## config.mk

```make
export PLATFORM = sky130hd
export DESIGN_NAME = sram_bank_ctrl
export DESIGN_NICKNAME = d
export VERILOG_FILES = /design/src/rtl/sram_ctrl_pkg.sv /design/src/rtl/sram_byte_merge.sv /design/src/rtl/sram_bank_ctrl.sv
export SDC_FILE = /design/constraint.sdc
export NUM_CORES = 1
export LEC_CHECK = 0
export CAP_MARGIN = 20
export CORE_ASPECT_RATIO = 0.8
export CORE_MARGIN = 2
export CORE_UTILIZATION = 35
export DETAILED_ROUTE_END_ITERATION = 8
export MAX_ROUTING_LAYER = met4
export PLACE_DENSITY = 0.68
export RECOVER_POWER = 100
export SYNTH_ARGS = -nofsm -noshare
export SYNTH_HDL_FRONTEND = slang
export SYNTH_HIERARCHICAL = 1
export SYNTH_SLANG_ARGS = --single-unit
```

## constraint.sdc

```tcl
create_clock -name clk50M -period 3.53 [get_ports clk50M]
set_input_delay 0.706 -clock clk50M [delete_from_list [all_inputs] [get_ports clk50M]]
set_output_delay 0.706 -clock clk50M [all_outputs]
set_load 0.05 [all_outputs]
```

## src/rtl/sram_ctrl_pkg.sv

```systemverilog
// Shared types and elaboration-time helpers for the multi-bank asynchronous SRAM controller.
package sram_ctrl_pkg;

  typedef enum logic [2:0] {
    ST_IDLE,
    ST_RD,
    ST_WR_SETUP,
    ST_WR_PULSE,
    ST_WR_RECOV,
    ST_DONE
  } state_t;

  localparam int CNT_W = 4;

  // Bank-select field width; a single bank still reserves one bit so an out-of-range index exists.
  function automatic int bank_sel_w(input int num_banks);
    return (num_banks <= 2) ? 1 : $clog2(num_banks);
  endfunction

  function automatic bit cfg_ok(input int data_w, input int num_banks, input int bank_aw,
                                input int read_wait, input int write_width,
                                input int write_recovery);
    return (data_w >= 8) && (data_w % 8 == 0) &&
           (num_banks >= 1) && (num_banks <= 8) && (bank_aw >= 1) &&
           (read_wait >= 0) && (read_wait <= 15) &&
           (write_width >= 1) && (write_width <= 15) &&
           (write_recovery >= 0) && (write_recovery <= 15);
  endfunction

endpackage

```

## src/rtl/sram_byte_merge.sv

```systemverilog
// Byte-granular merge of write data over read data, used to complete partial-byte writes.
module sram_byte_merge #(
  parameter int DATA_W = 32
) (
  input  logic [DATA_W-1:0]   rd_word,
  input  logic [DATA_W-1:0]   wr_word,
  input  logic [DATA_W/8-1:0] be,
  output logic [DATA_W-1:0]   merged
);

  // NOTE: every output of an always_comb gets a default first so no path can infer a latch.
  always_comb begin
    merged = rd_word;
    for (int i = 0; i < DATA_W / 8; i++) begin
      if (be[i]) merged[8*i +: 8] = wr_word[8*i +: 8];
    end
  end

endmodule

```

## src/rtl/sram_bank_ctrl.sv

```systemverilog
// Multi-bank asynchronous SRAM controller: one request at a time, programmable strobe timing,
// byte-enable writes completed by an internal read-modify-write.
module sram_bank_ctrl
  import sram_ctrl_pkg::*;
#(
  parameter int DATA_W         = 32,
  parameter int NUM_BANKS      = 2,
  parameter int BANK_AW        = 20,
  parameter int READ_WAIT      = 0,
  parameter int WRITE_WIDTH    = 1,
  parameter int WRITE_RECOVERY = 1
) (
  input  logic                                     clk50M,
  input  logic                                     rst,
  input  logic                                     req,
  input  logic                                     we,
  input  logic [DATA_W/8-1:0]                      be,
  input  logic [BANK_AW+bank_sel_w(NUM_BANKS)-1:0] addr,
  input  logic [DATA_W-1:0]                        wdata,
  output logic [DATA_W-1:0]                        rdata,
  output logic                                     ack,
  output logic                                     err,
  output logic                                     busy,
  output logic [BANK_AW-1:0]                       sram_addr,
  output logic [NUM_BANKS-1:0]                     sram_ce_n,
  output logic                                     sram_oe_n,
  output logic                                     sram_we_n,
  output logic [NUM_BANKS*DATA_W-1:0]              sram_dq_o,
  output logic [NUM_BANKS-1:0]                     sram_dq_oe,
  input  logic [NUM_BANKS*DATA_W-1:0]              sram_dq_i
);

  localparam int BS   = bank_sel_w(NUM_BANKS);
  localparam int BE_W = DATA_W / 8;
  localparam logic [CNT_W-1:0] RD_LAST    = CNT_W'(READ_WAIT);
  localparam logic [CNT_W-1:0] PULSE_LAST = CNT_W'(WRITE_WIDTH - 1);
  localparam logic [CNT_W-1:0] RECOV_LAST = CNT_W'(WRITE_RECOVERY - 1);

  if (!cfg_ok(DATA_W, NUM_BANKS, BANK_AW, READ_WAIT, WRITE_WIDTH, WRITE_RECOVERY)) begin : g_cfg_check
    $error("sram_bank_ctrl: parameter out of legal range");
  end

  state_t                 state, next_state;
  logic [CNT_W-1:0]       cnt;
  logic [BS-1:0]          in_bank, bank_q, bank_n;
  logic [BANK_AW-1:0]     word_q;
  logic [BE_W-1:0]        be_q;
  logic [DATA_W-1:0]      wbuf_q, rd_sel, merged;
  logic                   rmw_q, err_q, accept, bank_bad, rd_last;
  logic [NUM_BANKS-1:0]   bank_hit, ce_d, dq_oe_d;
  logic                   oe_d, we_d;

  assign in_bank  = addr[BANK_AW+BS-1 -: BS];
  assign bank_bad = int'(in_bank) >= NUM_BANKS;
  assign accept   = (state == ST_IDLE) && req;
  assign rd_last  = (state == ST_RD) && (cnt == RD_LAST);
  assign bank_n   = accept ? in_bank : bank_q;

  assign ack       = (state == ST_DONE);
  assign err       = ack && err_q;
  assign busy      = (state != ST_IDLE);
  assign sram_addr = word_q;
  assign sram_dq_o = {NUM_BANKS{wbuf_q}};

  always_comb begin
    next_state = state;
    unique case (state)
      ST_IDLE: begin
        if (req) begin
          if (bank_bad)          next_state = ST_DONE;
          else if (!we)          next_state = ST_RD;
          else if (be == '1)     next_state = ST_WR_SETUP;
          else if (be == '0)     next_state = ST_DONE;
          else                   next_state = ST_RD;
        end
      end
      ST_RD:       if (rd_last) next_state = rmw_q ? ST_WR_SETUP : ST_DONE;
      ST_WR_SETUP: next_state = ST_WR_PULSE;
      ST_WR_PULSE: if (cnt == PULSE_LAST) next_state = (WRITE_RECOVERY == 0) ? ST_DONE : ST_WR_RECOV;
      ST_WR_RECOV: if (cnt == RECOV_LAST) next_state = ST_DONE;
      ST_DONE:     next_state = ST_IDLE;
      default:     next_state = ST_IDLE;
    endcase
  end

  always_comb begin
    bank_hit = '0;
    rd_sel   = '0;
    for (int k = 0; k < NUM_BANKS; k++) begin
      bank_hit[k] = (bank_n == BS'(k));
      if (bank_q == BS'(k)) rd_sel = sram_dq_i[k*DATA_W +: DATA_W];
    end
  end

  // Strobes are decoded from the state being entered so the pins leave a flop every cycle.
  always_comb begin
    ce_d    = '1;
    oe_d    = 1'b1;
    we_d    = 1'b1;
    dq_oe_d = '0;
    unique case (next_state)
      ST_RD: begin
        ce_d = ~bank_hit;
        oe_d = 1'b0;
      end
      ST_WR_SETUP, ST_WR_RECOV: begin
        ce_d    = ~bank_hit;
        dq_oe_d = bank_hit;
      end
      ST_WR_PULSE: begin
        ce_d    = ~bank_hit;
        dq_oe_d = bank_hit;
        we_d    = 1'b0;
      end
      default: ;
    endcase
  end

  sram_byte_merge #(.DATA_W(DATA_W)) u_merge (
    .rd_word (rd_sel),
    .wr_word (wbuf_q),
    .be      (be_q),
    .merged  (merged)
  );

  // NOTE: state is updated with non-blocking assignments so every flop samples pre-edge values.
  always_ff @(posedge clk50M) begin
    if (rst) begin
      state      <= ST_IDLE;
      cnt        <= '0;
      bank_q     <= '0;
      word_q     <= '0;
      be_q       <= '0;
      wbuf_q     <= '0;
      rmw_q      <= 1'b0;
      err_q      <= 1'b0;
      rdata      <= '0;
      sram_ce_n  <= '1;
      sram_oe_n  <= 1'b1;
      sram_we_n  <= 1'b1;
      sram_dq_oe <= '0;
    end else begin
      state <= next_state;
      cnt   <= (next_state != state) ? '0 : cnt + 1'b1;
      if (accept) begin
        bank_q <= in_bank;
        word_q <= addr[BANK_AW-1:0];
        be_q   <= be;
        wbuf_q <= wdata;
        rmw_q  <= we && (be != '0) && (be != '1);
        err_q  <= bank_bad;
      end
      if (rd_last) begin
        if (rmw_q) wbuf_q <= merged;
        else       rdata  <= rd_sel;
      end
      sram_ce_n  <= ce_d;
      sram_oe_n  <= oe_d;
      sram_we_n  <= we_d;
      sram_dq_oe <= dq_oe_d;
    end
  end

endmodule

```

==> impl_metrics.yaml <==
outcome:
  outcome: "finished clean"
clocking:
  path_clk_slew_ps: 80
  cts_root_buffer: "clkbuf_16"
  clk_latency_ps: 340
  cts_tree: "yes"
  ctsHoldBuffers: 0
  clockBufferDepth: 2
  cts.sinks: 103
  post_cts_buffers: 0
  htree_levels: 3
  cts_buffers: 9
  ctsResizeCount: 0
global_route:
  grt_pass1_wl_mm: 26.21
  grt_max_degree: 77
  overflow: 0
  grt_pass1_vias: 5000
  antenna_found_initial: 0
  gr-usage-all-layers_pct: 21.16
sta:
  maxSlewHeadroom_pct: 5.382
  period_needed_ps: 2897
  period_share_pct: 82.08
  setup_ws_ps: 632.6
  rsz0062_at_grt: "false"
  worstMarginPinSlew_ps: 1419
  finalHoldViolCount: 0
  holdWs_ps: 452.9
  finalSetupViolCount: 0
  max_freq_mhz: 345.1
  finalMaxSlewViolations: 0
  skew_ps: 13.73
  tns_ps: 0
routing:
  vias: 5017
  firstDrtPassIters: 4
  routed_wl_mm: 16.81
  antenna_left: 0
  drtIter0Drc: 214
  drc: 0
  viasPerCell: 5.088
  wl_per_cell_um: 17.05
floorplanning:
  io_pins: 250
  die_w_um: 140.4
  fp.dieArea_um2: 15890
  die-height_um: 113.2
  start_util_pct: 36.21
  core_area_um2: 14400
  rows: 39
yosys:
  synth_area_leader_cell: "dfxtp_1"
  synth_most_common_cell: "nand2_1"
  synth_warnings: 6
  yosysUniqueCellTypes: 44
  syn-cell-area_um2: 5212
  synth_edf_count: 0
  avgSynthCellArea_um2: 8.517
  postSynthCellCount: 612
  async_reset_ff_share_pct: 0
  synth_top_family_by_area: "simple AND/OR/NAND/NOR gates"
  synth-seq-area-share_pct: 39.56
  yosys.area_share.simple_pct: 18.05
  yosys.area_share.xor_xnor_pct: 0.3361
  ys_dominant_reg_cell: "dfxtp_1"
  yosysTopAreaCellShare_pct: 39.56
  syn_nets: 739
  synthMuxAreaShare_pct: 16.32
  netlist_top_cells_count: "nand2_1, dfxtp_1, a21oi_1"
  synth_fa_ha_area_share_pct: 0.4801
  synth_compound_area_share_pct: 15.60
  synth_area_leaders: "dfxtp_1, nand2_1, mux2_4"
  ys_ff_latch: 103
placement:
  place_congestion: 0.8721
  dp_slack_ps: 859.9
  dp_hpwl_mm: 12.28
  dpl-instance-area_um2: 7517
  io_buffers: 248
pwr:
  worst_ir_drop_vdd_v: 0.0002709
  leakage_nw: 3.162
  pwr_density_cell_nw_per_um2: 703.7
setup_path:
  path_cells: "inv_1 -> ha_1 -> nor3b_1 -> nand3_2 -> clkbuf_2 -> nor2_1 -> a311oi_1"
  critical_path.max_fanout: 64
  crit_path_top_delay_cell: "clkbuf_2"
  max_stage_delay_ps: 750
  path_class: "reg2reg"
  cp.arrival_ps: 3050
  cp_top_family: "simple AND/OR/NAND/NOR gates"
  worst-path-buf-inv: 2
  cp-end-kind: "flop"
  worstPathRequired_ps: 3680
  start_kind: "flop"
final_layout:
  multi_input_area_um2: 2628
  regArea_um2: 2063
  fillers: 1329
  nNetsFinal: 924
  final_area_um2: 7772
  synthToLayoutAreaGrowth_pct: 49.11
  drive_gt1_share_pct: 11.97
  antennaDiodeCount: 0
worst_hold_path:
  timing.hold.worst.class: "reg2reg"
job:
  max_cap_violations: 0
[final cells by class]
class | count | area share (%)
inverters | 4 | 0.1932
clock buffers | 10 | 3.075
multi-input cells | 422 | 33.81
clock inverters | 6 | 0.7727
well taps | 184 | 2.962
flip-flops and latches | 103 | 26.55
repair buffers | 257 | 32.65
[per-layer routing]
metal	vias up	track usage [%]	routed length (um)
met1	2361	25.90	7278
li1	2446	-	-
met2	204	35.62	8099
met4	0	3.165	80
met5	-	-	0
met3	6	6.052	1355
[power by group]
group          leakage, nW  switching (mW)  internal (mW)
logic                 2.17            1.85          0.951
clock network        0.149           0.484          0.519
registers            0.843           0.251           1.41
[logic make-up (layout without fill, tap and decap cells)]
logic type	after synthesis	after routing
AND/OR/NAND/NOR	218	218
AO/OA/AOI/OAI	134	134
flip-flops	103	103
buffers and inverters	87	277
multiplexers	65	65
adder cells (fa/ha/maj)	2	2
XOR/XNOR	2	2
other	1	1
[cells in the final DEF (no fill, tap or decap), drive strengths merged, types with 2 or more instances in the layout]
master / netlist / routed
nand2: 150 / 150
dlygate4sd3: 0 / 126
clkdlybuf4s50: 0 / 121
dfxtp: 103 / 103
mux2: 64 / 64
a21oi: 60 / 60
nor2: 39 / 39
o21ai: 37 / 37
a311oi: 32 / 32
clkbuf: 28 / 13
inv: 4 / 8
buf: 55 / 7
nand3: 5 / 5
nor3: 3 / 3
nor4: 3 / 3
nor3b: 3 / 3
and3: 3 / 3
or3: 2 / 2
nor2b: 2 / 2
ha: 2 / 2
clkinv: 0 / 2
[registers in the layout, indices dropped and copies added, names as in the netlist]
name	count
rdata	32
wbuf_q	32
sram_addr	20
be_q	4
cnt	4
state	3
sram_ce_n	2
sram_dq_oe	2
bank_q	1
rmw_q	1
sram_oe_n	1
sram_we_n	1
[path summary, 6_finish.rpt]
kind         slack, ps                       start  cells after the start                         end
max                630           cnt[0]$_SDFF_PP0_                      7       wbuf_q[24]$_SDFF_PP0_
min                450  sram_addr[11]$_SDFFE_PP0P_                      2  sram_addr[11]$_SDFFE_PP0P_
max reg2reg        630           cnt[0]$_SDFF_PP0_                      7       wbuf_q[24]$_SDFF_PP0_
min reg2reg        450  sram_addr[11]$_SDFFE_PP0P_                      2  sram_addr[11]$_SDFFE_PP0P_
[stage by stage]
step	std cells	utilization, %	power [mW]
CTS	986	54.30	5.687
finish	986	53.99	5.470
global placement	970	52.22	4.616
detailed placement	970	52.22	4.664
global route	986	53.99	5.756
floorplan	612	-	3.751
[worst register-to-register path, delay by kind of cell, from the launching register on]
family | cells | cell delay [ps]
buffers and inverters | 2 | 820
flip-flops | 1 | 340
adder cells (fa/ha/maj) | 1 | 150
AO/OA/AOI/OAI | 1 | 80
AND/OR/NAND/NOR | 3 | 1340
(Power assumes the default switching activity.)
